$ cat src/rtl/serial_add_pkg.sv
// Shared constants and state encoding for the bit-serial adder.
package serial_add_pkg;

  localparam int WIDTH_DEFAULT = 16;

  typedef enum logic [1:0] {
    IDLE = 2'd0,
    RUN  = 2'd1,
    DONE = 2'd2
  } state_t;

  function automatic int cnt_width(input int w);
    return $clog2(w) + 1;
  endfunction

endpackage

$ cat src/rtl/serial_add_full_adder.sv
// One-bit full adder used for the per-bit step of the serial add.
module full_adder (
  input  logic a,
  input  logic b,
  input  logic cin,
  output logic s,
  output logic cout
);

  logic p;

  assign p    = a ^ b;
  assign s    = p ^ cin;
  assign cout = (a & b) | (cin & p);

endmodule

$ cat src/rtl/serial_add.sv
// Bit-serial adder: accepts two operands, adds them LSB-first over WIDTH
// cycles, then holds the sum, carry and overflow until the consumer takes them.
//
//   state | meaning
//   IDLE  | ready for operands, last result still on the outputs
//   RUN   | adding one bit pair per edge
//   DONE  | result valid, waiting for out_ready
module serial_add
  import serial_add_pkg::*;
#(
  parameter int WIDTH = WIDTH_DEFAULT
) (
  input  logic             clk,
  input  logic             rst,
  input  logic [WIDTH-1:0] A,
  input  logic [WIDTH-1:0] B,
  input  logic             in_valid,
  output logic             in_ready,
  output logic [WIDTH-1:0] out,
  output logic             carry,
  output logic             ovf,
  output logic             out_valid,
  input  logic             out_ready
);

  localparam int             CW   = cnt_width(WIDTH);
  localparam logic [CW-1:0]  LAST = CW'(WIDTH - 1);

  state_t           state;
  logic [WIDTH-1:0] a_q;
  logic [WIDTH-1:0] b_q;
  logic [WIDTH-1:0] sum_sr;
  logic             c_q;
  logic [CW-1:0]    cnt;

  logic s_bit;
  logic c_bit;

  full_adder u_fa (
    .a    (a_q[0]),
    .b    (b_q[0]),
    .cin  (c_q),
    .s    (s_bit),
    .cout (c_bit)
  );

  // The sum is built in sum_sr so out/carry/ovf keep the previous result until
  // the last bit lands; at that edge a_q[0]/b_q[0] are the operand sign bits.
  always_ff @(posedge clk) begin
    if (rst) begin
      state     <= IDLE;
      in_ready  <= 1'b1;
      out_valid <= 1'b0;
      out       <= '0;
      carry     <= 1'b0;
      ovf       <= 1'b0;
      a_q       <= '0;
      b_q       <= '0;
      sum_sr    <= '0;
      c_q       <= 1'b0;
      cnt       <= '0;
    end else begin
      case (state)
        IDLE: begin
          if (in_valid) begin
            a_q      <= A;
            b_q      <= B;
            c_q      <= 1'b0;
            cnt      <= '0;
            in_ready <= 1'b0;
            state    <= RUN;
          end
        end
        RUN: begin
          a_q    <= a_q >> 1;
          b_q    <= b_q >> 1;
          c_q    <= c_bit;
          sum_sr <= {s_bit, sum_sr[WIDTH-1:1]};
          cnt    <= cnt + 1'b1;
          if (cnt == LAST) begin
            out       <= {s_bit, sum_sr[WIDTH-1:1]};
            carry     <= c_bit;
            ovf       <= (a_q[0] == b_q[0]) && (s_bit != a_q[0]);
            out_valid <= 1'b1;
            state     <= DONE;
          end
        end
        DONE: begin
          if (out_ready) begin
            out_valid <= 1'b0;
            in_ready  <= 1'b1;
            state     <= IDLE;
          end
        end
        default: begin
          out_valid <= 1'b0;
          in_ready  <= 1'b1;
          state     <= IDLE;
        end
      endcase
    end
  end

endmodule

$ cat config.mk
export PLATFORM = sky130hd
export DESIGN_NAME = serial_add
export DESIGN_NICKNAME = d
export VERILOG_FILES = /design/src/rtl/serial_add_pkg.sv /design/src/rtl/serial_add_full_adder.sv /design/src/rtl/serial_add.sv
export SDC_FILE = /design/constraint.sdc
export NUM_CORES = 1
export LEC_CHECK = 0
export CAP_MARGIN = 20
export CELL_PAD_IN_SITES_DETAIL_PLACEMENT = 1
export CELL_PAD_IN_SITES_GLOBAL_PLACEMENT = 2
export CORE_MARGIN = 5
export CORE_UTILIZATION = 31
export DETAILED_ROUTE_END_ITERATION = 8
export PLACE_DENSITY = 0.91
export SYNTH_ARGS = -nofsm -noshare
export SYNTH_HDL_FRONTEND = slang
export SYNTH_SLANG_ARGS = --single-unit
$ cat constraint.sdc
create_clock -name clk -period 2.2 [get_ports clk]
set_clock_uncertainty 0.05 [all_clocks]
set_input_delay 0.22 -clock clk [delete_from_list [all_inputs] [get_ports clk]]
set_output_delay 0.22 -clock clk [all_outputs]
set_load 0.05 [all_outputs]
==> PnR_summary.wiki, run 1 <==
{| class="wikitable"
! Metric !! Value
|-
| Slew of the pin with the lowest slew margin || around 0.94 ns
|-
| Period minus WS final || roughly 1.8 ns
|-
| CTS tree || yes
|-
| Diodes inserted || 0
|-
| Design Power || roughly 0.0027 W
|-
| Data required time at the worst endpoint || 1.93 ns
|-
| Largest driver fanout on the critical path || 3
|-
| Total die area || between 0.01 and 0.015 mm^2
|-
| Number of buffers added by the clock tree synthesis step || 9
|-
| Multiplexer share of the synthesized area || 0.320%
|-
| Unrepaired setup endpoints after global routing || false
|-
| WS Path Type || reg -> out
|-
| Min-Delay Path Depth || 2
|-
| Final Hold Viols || 0
|-
| Net count of the mapped netlist || 409
|-
| Number of setup buffers added after CTS || 0
|-
| DRT Wirelength || just under 8000 um
|-
| Post-synthesis simple-gate area fraction || a little under a fifth
|-
| Min-delay src || rst
|-
| Starting density of the core || 31.8%
|-
| Maximum VDD drop || 0.288 mV
|-
| Reg-to-reg setup timing slack || 0.38 ns
|-
| RePlAce Congestion || 0.748
|-
| Syn Inst Count || about 370
|-
| Part of the Yosys area used for sequential elements || 48.0%
|-
| Global-route congestion overflow total || 0
|-
| Hold-fix buffer count after cts || 0
|-
| Post-synthesis instance area || 0.00313 mm^2
|-
| Xor-xnor portion of the synthesized cell area || less than 1%
|-
| Power per cell area || roughly 700 mW/mm^2
|-
| Maximum number of pins on one net before global-route repair || 32
|-
| Count of unresolved DRC violations after routing || 0
|-
| Detail-routed via count per cell || approximately 5
|-
| Compound-gate portion of the synthesized area || 24.5%
|-
| Worst slew margin || a little under two fifths
|-
| Area growth from synthesis to layout || 25.0%
|-
| H-tree level count || 3
|-
| Met1 layer usage reported by global route || between 15 and 20%
|-
| Latest clock arrival within the worst-skew pair || around 0.35 ns
|-
| Number of storage elements in the synthesis netlist || 75
|-
| Total negative slack || 0 ns
|-
| Most used cells in the layout excluding fill and tap cells || sky130_fd_sc_hd__dfxtp_1 (75), sky130_fd_sc_hd__nand2_1 (66), sky130_fd_sc_hd__nor2_1 (61)
|-
| Crit path buffers/inverters || 1
|-
| Synthesized area per cell || 8.47 um^2
|-
| Gate family responsible for the most delay along the worst path || buffers and inverters
|-
| Count of clock tree sinks || between 70 and 80
|-
| Ordered list of cells on the worst path || clkdlybuf4s50_1
|-
| Worst min path class || in -> reg
|-
| Slowest Stage Delay on Critical Path || 0.82 ns
|-
| HPWL reported at the end of detailed placement || roughly 5500 um
|-
| Count of warnings emitted by yosys || 0
|-
| First-pass detailed-route iteration total || 4
|-
| CP startpoint kind || flip-flop
|-
| Site row count || 36
|-
| Depth of the worst register-to-register path || 6
|-
| Per-cell routed wire length || 14.4 um
|-
| Global router's overall resource usage || a little over an eighth
|-
| Clock root buffer || sky130_fd_sc_hd__clkbuf_8
|-
| Final critical-path share of the clock period || roughly 83%
|-
| Peak Freq || ~550 MHz
|-
| Met3 usage in global routing || around 3.0%
|-
| Final-report max-slew violation count || 0
|-
| Met2 usage || a little over a fifth
|-
| Post-synthesis cell type count || 34
|-
| Antenna violations before repair || 0
|-
| Global routing's busiest layer || met2
|-
| Final layout net count || approximately 450
|-
| Reg-to-reg critical path endpoint || ovf
|-
| Proportion of layout cells with a drive suffix above 1 || roughly 6.9%
|-
| Post-route antenna net violation count || 0
|-
| End point of the worst hold path || a_q[8]
|-
| Number of gates resized after CTS || 0
|-
| Clock Pin Slew Worst Setup and Hold Paths || about 0.08 ns
|-
| Endpoint arrival time on the critical path || approximately 1.6 ns
|-
| Max clock buf depth || 2
|-
| Worst r2r src || cnt[0]
|-
| First-pass GRT wire length || 13,500 um
|-
| Static power due to leakage || ~1.4 nW
|-
| Status || completed
|-
| Number of max-cap violations || 0
|-
| Capturing element type of the critical path || primary output
|-
| Vertical extent of the die || 110 um
|-
| Main combinational cell family by area after synthesis || compound AO/OA/AOI/OAI gates
|-
| Slowest-stage cell, CP || sky130_fd_sc_hd__clkdlybuf4s50_1
|-
| Core Region || about 0.01 mm^2
|-
| PortBufs || 55
|-
| Total of endpoints with negative setup slack in the final report || 0
|-
| Number of global-route vias before repair || between 2,000 and 3,000
|-
| Post-synthesis share of cell area spent on full adders, half adders and majority gates || around 1.8%
|-
| Via total after detailed routing || 2,705
|-
| X dimension of the die || roughly 110 um
|-
| Violation count after the first detailed-routing iteration || roughly 70
|-
| Leading cell type in the layout, fill and taps excluded || sky130_fd_sc_hd__dfxtp_1
|-
| Number of ports placed on the die boundary || between 50 and 60
|}
## power by group
part           switching (W)  total, W  internal, W
clock network       0.000505  0.000945     0.000439
logic               0.000166  0.000314     0.000148
registers          0.0000392   0.00146      0.00142
## per-stage QoR
step / cell area, um^2 / std cells / hold WS [ns] / util, % / setup WS, ns
6_report: 3910 / 551 / 0.163 / 39.8 / 0.381
5_1_grt: 3910 / 551 / 0.174 / 39.8 / 0.257
4_1_cts: 3910 / 551 / 0.146 / 39.8 / 0.336
3_5_place_dp: 3740 / 535 / 0.401 / 38.0 / 0.223
3_3_place_gp: 3740 / 535 / 0.395 / 38.0 / 0.286
2_1_floorplan: 3130 / 369 / 0.319 / - / 0.460
## worst register-to-register path: cells and delay by family (launching register included)
family / cells / cell delay (ns)
AOI/OAI and AO/OA: 1 / 0.13
adders and majority gates: 2 / 0.45
DFF: 1 / 0.38
and+or+nand+nor: 3 / 0.74
## flip-flops by register name, summed over array words and instances, names as in the netlist
name       count
out_valid      1
sum_sr        15
cnt            5
b_q           16
state          2
a_q           16
ovf            1
c_q            1
in_ready       1
out           16
carry          1
## metal layers
| layer | routed length (um) | part of all wire [%] |
|---|---|---|
| met1 | 3690 | 46 |
| met2 | 3830 | 48 |
| met3 | 296 | 3.7 |
| met4 | 127 | 1.6 |
| met5 | 0 | 0 |
## Yosys cell counts
cell type / n / area (um^2)
sky130_fd_sc_hd__buf_6: 1 / 11.3
sky130_fd_sc_hd__a21oi_1: 37 / 185
sky130_fd_sc_hd__buf_4: 11 / 82.6
sky130_fd_sc_hd__o211a_1: 1 / 10.0
sky130_fd_sc_hd__nand2b_1: 2 / 12.5
sky130_fd_sc_hd__nor3_1: 2 / 10.0
sky130_fd_sc_hd__nor4bb_1: 1 / 10.0
sky130_fd_sc_hd__mux2i_1: 1 / 10.0
sky130_fd_sc_hd__nand2_1: 66 / 248
sky130_fd_sc_hd__a31oi_1: 2 / 12.5
sky130_fd_sc_hd__ha_1: 3 / 37.5
sky130_fd_sc_hd__a211oi_1: 31 / 233
sky130_fd_sc_hd__nand3_1: 2 / 10.0
sky130_fd_sc_hd__o21bai_1: 2 / 15.0
sky130_fd_sc_hd__xnor2_1: 1 / 8.76
sky130_fd_sc_hd__a21oi_2: 1 / 8.76
sky130_fd_sc_hd__nor2_1: 61 / 229
sky130_fd_sc_hd__nor2b_1: 2 / 12.5
sky130_fd_sc_hd__o2bb2ai_1: 23 / 201
sky130_fd_sc_hd__a2bb2oi_1: 2 / 17.5
sky130_fd_sc_hd__o21ba_4: 1 / 16.3
sky130_fd_sc_hd__and3_1: 1 / 6.26
sky130_fd_sc_hd__buf_2: 9 / 45.0
sky130_fd_sc_hd__o31ai_1: 1 / 7.51
sky130_fd_sc_hd__nand3b_4: 1 / 20.0
sky130_fd_sc_hd__o22ai_1: 7 / 43.8
sky130_fd_sc_hd__clkbuf_1: 12 / 45.0
sky130_fd_sc_hd__nand3b_1: 1 / 7.51
sky130_fd_sc_hd__and3b_1: 1 / 8.76
sky130_fd_sc_hd__a22oi_1: 2 / 15.0
sky130_fd_sc_hd__or3_1: 2 / 12.5
sky130_fd_sc_hd__inv_1: 3 / 11.3
sky130_fd_sc_hd__dfxtp_1: 75 / 1500
sky130_fd_sc_hd__fa_1: 1 / 20.0
## how the worst max path moves through the flow
stage                end  slack (ns)  startpoint  depth (start not counted)
3_5_place_dp      a_q[0]        0.22    in_valid                          4
3_3_place_gp      cnt[2]        0.29    in_valid                          4
4_1_cts        out_valid        0.34   out_valid                          1
2_1_floorplan   state[1]        0.46      cnt[0]                          8
5_1_grt           b_q[0]        0.26    state[0]                          3
6_report        in_ready        0.38    in_ready                          1
## cell families after synthesis
logic type	after synthesis
AOI/OAI and AO/OA	110
xor gates and xnor gates	1
adders and majority gates	4
buffers and inverters	36
DFF	75
muxes	1
and+or+nand+nor	142
## final cells by class
type	instances	area [um^2]
Tap cell	133	166
Fill cell	1207	5910
Timing Repair Buffer	66	628
Sequential cell	75	1500
Inverter	3	11.3
Multi-Input combinational cell	258	1430
Clock buffer	12	145
Clock inverter	4	26.3
No activity file was read; power rests on OpenSTA's default activity.
==> run 2: changes to the inputs <==
--- a/config.mk
+++ b/config.mk
@@ -9,9 +9,9 @@
 export CELL_PAD_IN_SITES_DETAIL_PLACEMENT = 1
 export CELL_PAD_IN_SITES_GLOBAL_PLACEMENT = 2
 export CORE_MARGIN = 5
-export CORE_UTILIZATION = 31
+export CORE_UTILIZATION = 28
 export DETAILED_ROUTE_END_ITERATION = 8
-export PLACE_DENSITY = 0.91
+export PLACE_DENSITY = 0.88
 export SYNTH_ARGS = -nofsm -noshare
 export SYNTH_HDL_FRONTEND = slang
 export SYNTH_SLANG_ARGS = --single-unit
==> constraint.sdc (replaced) <==
create_clock -name clk -period 1.6 [get_ports clk]
set_clock_uncertainty 0.05 [all_clocks]
set_input_delay 0.16 -clock clk [delete_from_list [all_inputs] [get_ports clk]]
set_output_delay 0.16 -clock clk [all_outputs]
set_load 0.05 [all_outputs]
==> run 2 against run 1 <==
  * Clock power rose by 89%
  * Register-to-register slack got worse by 0.34 ns
  * First-iteration DRC count rose by 94%
  * Global-route usage rose by 0.20 points
  * Non-clock buffer count rose by 15
  * Critical endpoint is now ovf
  * Combinational power rose by 63%
  * Flip-flop and latch count did not move
  * Count of clock-buffer cells in the layout fell by 3
  * Die area rose by 9.7%
==> PnR_summary.wiki, run 2 (same netlist as run 1, synthesis figures left out) <==
{| class="wikitable"
! Metric !! Value
|-
| X dimension of the die || 116 um (+4.7%)
|-
| RePlAce Congestion || 0.739 (-1.1%)
|-
| Power per cell area || 1020 mW/mm^2 (+47%)
|-
| Clock root buffer || sky130_fd_sc_hd__clkbuf_8
|-
| Slowest-stage cell, CP || sky130_fd_sc_hd__fa_1
|-
| Endpoint arrival time on the critical path || 1.80 ns (+0.25 ns)
|-
| DRT Wirelength || 8620 um (+8.6%)
|-
| Max clock buf depth || 2 (unchanged)
|-
| Number of max-cap violations || 0 (unchanged)
|-
| Antenna violations before repair || 0 (unchanged)
|-
| Final-report max-slew violation count || 0 (unchanged)
|-
| Capturing element type of the critical path || flip-flop
|-
| Worst slew margin || 67.2% (+30 points)
|-
| Ordered list of cells on the worst path || fa_1 > xnor2_1 > or3_1 > a21oi_2
|-
| First-pass detailed-route iteration total || 4 (unchanged)
|-
| Final Hold Viols || 0 (unchanged)
|-
| WS Path Type || reg -> reg
|-
| Worst min path class || in -> reg
|-
| Global router's overall resource usage || 13.6% (+0.20 points)
|-
| Total die area || 0.0134 mm^2 (+9.7%)
|-
| Largest regs || a_q x16, b_q x16, out x16
|-
| Diodes inserted || 0 (unchanged)
|-
| Crit path from || a_q[0]
|-
| Number of global-route vias before repair || 2,923 (+4.1%)
|-
| Per-cell routed wire length || 15.0 um (+4.5%)
|-
| Gate family responsible for the most delay along the worst path || adder cells
|-
| HPWL reported at the end of detailed placement || 5830 um (+5.1%)
|-
| Starting density of the core || 28.7% (-3.1 points)
|-
| Min-delay src || rst
|-
| Global-route congestion overflow total || 0 (unchanged)
|-
| CTS tree || yes
|-
| Leading cell type in the layout, fill and taps excluded || sky130_fd_sc_hd__dfxtp_1
|-
| H-tree level count || 3 (unchanged)
|-
| Static power due to leakage || 1.58 nW (+13%)
|-
| Maximum VDD drop || 0.402 mV (+40%)
|-
| Number of buffers added by the clock tree synthesis step || 9 (unchanged)
|-
| Proportion of layout cells with a drive suffix above 1 || 17.8% (+11 points)
|-
| Clock Pin Slew Worst Setup and Hold Paths || 0.08 ns (about the same)
|-
| Area growth from synthesis to layout || 34.3%
|-
| Count of unresolved DRC violations after routing || 0 (unchanged)
|-
| Core Region || 0.0109 mm^2 (+11%)
|-
| Non-filler instance count after layout || 573 (+4.0%)
|-
| Violation count after the first detailed-routing iteration || 140 (+94%)
|-
| Peak Freq || ~640 MHz
|-
| PortBufs || 55 (unchanged)
|-
| Status || completed
|-
| Final layout net count || 468 (+3.3%)
|-
| Cell total after placement || 554 (+3.6%)
|-
| Final Instance Area || 0.00420 mm^2 (+7.4%)
|-
| Placed cell area || 0.00389 mm^2 (+4.2%)
|-
| Design Power || 0.00429 W (+58%)
|-
| Site row count || 38 (+5.6%)
|-
| Via total after detailed routing || 2,811 (+3.9%)
|-
| Slew of the pin with the lowest slew margin || 0.492 ns (-0.446 ns)
|-
| Largest driver fanout on the critical path || 2 (-1)
|-
| Detail-routed via count per cell || 4.91 (about the same)
|-
| Slowest Stage Delay on Critical Path || 0.51 ns (-0.31 ns)
|-
| Maximum number of pins on one net before global-route repair || 35 (+9.4%)
|-
| Total negative slack || 0 ns (unchanged)
|-
| Most used cells in the layout excluding fill and tap cells || sky130_fd_sc_hd__dfxtp_1 (72), sky130_fd_sc_hd__nand2_1 (66), sky130_fd_sc_hd__nor2_1 (61)
|-
| Vertical extent of the die || 116 um (+4.7%)
|-
| Post-route antenna net violation count || 0 (unchanged)
|-
| Count of clock tree sinks || 75 (unchanged)
|-
| CP startpoint kind || flip-flop
|-
| Final critical-path share of the clock period || 97.5%
|-
| First-pass GRT wire length || 14,400 um (+6.3%)
|-
| Crit path buffers/inverters || 0 (-1)
|-
| Latest clock arrival within the worst-skew pair || 0.36 ns (about the same)
|-
| Total of endpoints with negative setup slack in the final report || 0 (unchanged)
|-
| Worst r2r src || a_q[0]
|-
| Period minus WS final || around 1.6 ns
|-
| Data required time at the worst endpoint || 1.84 ns (-0.09 ns)
|-
| Number of ports placed on the die boundary || 56 (unchanged)
|}
==> run 2: cell type report <==
| cell class | count | area, um^2 |
|---|---|---|
| flip-flops and latches | 75 | 1510 |
| inverters | 3 | 11.3 |
| clock inverters | 7 | 116 |
| clock buffers | 9 | 124 |
| well taps | 140 | 175 |
| multi-input cells | 258 | 1480 |
| repair buffers | 81 | 790 |
| fillers | 1273 | 6690 |
==> run 2: final timing paths <==
kind / to / slack, ns / cells after the start
worst max-delay path: ovf / 0.04 / 4
worst min-delay path: a_q[15] / 0.20 / 2
worst max register to register: ovf / 0.04 / 4
worst min register to register: carry / 0.41 / 2
==> run 2: power by group <==
part | leakage [nW] | switching (W) | internal (W)
Combinational | 0.846 | 0.000251 | 0.000261
Sequential | 0.614 | 0.0000485 | 0.00195
Clock | 0.119 | 0.000753 | 0.00103
Total | 1.58 | 0.00105 | 0.00324
==> run 2: routing by layer <==
| layer | vias to the layer above | share of wire [%] | global-route usage [%] |
|---|---|---|---|
| met5 | - | 0 | 0 |
| li1 | 1402 | - | - |
| met1 | 1365 | 46 | 16.9 |
| met2 | 33 | 49 | 22.8 |
| met4 | 0 | 1.7 | 5.34 |
| met3 | 11 | 3.3 | 3.13 |
==> run 2: what timing repair did <==
item | 4_1_cts | 5_1_grt
gates cloned | 0 | 1
gates resized for setup | 1 | 13
pin swaps | 0 | 3
setup endpoints to repair | 3 | 18
buffers inserted | 0 | 2
hold buffers | 0 | 0
==> run 2: through the flow <==
step	utilization, %	hold WS [ns]	setup WS (ns)
CTS	38.0	0.179	0.00441
detailed placement	35.8	0.401	0.00662
global placement	35.8	0.397	0.0517
global route	38.5	0.216	-0.00119
finish	38.5	0.200	0.0407
floorplan	-	0.259	0.00295
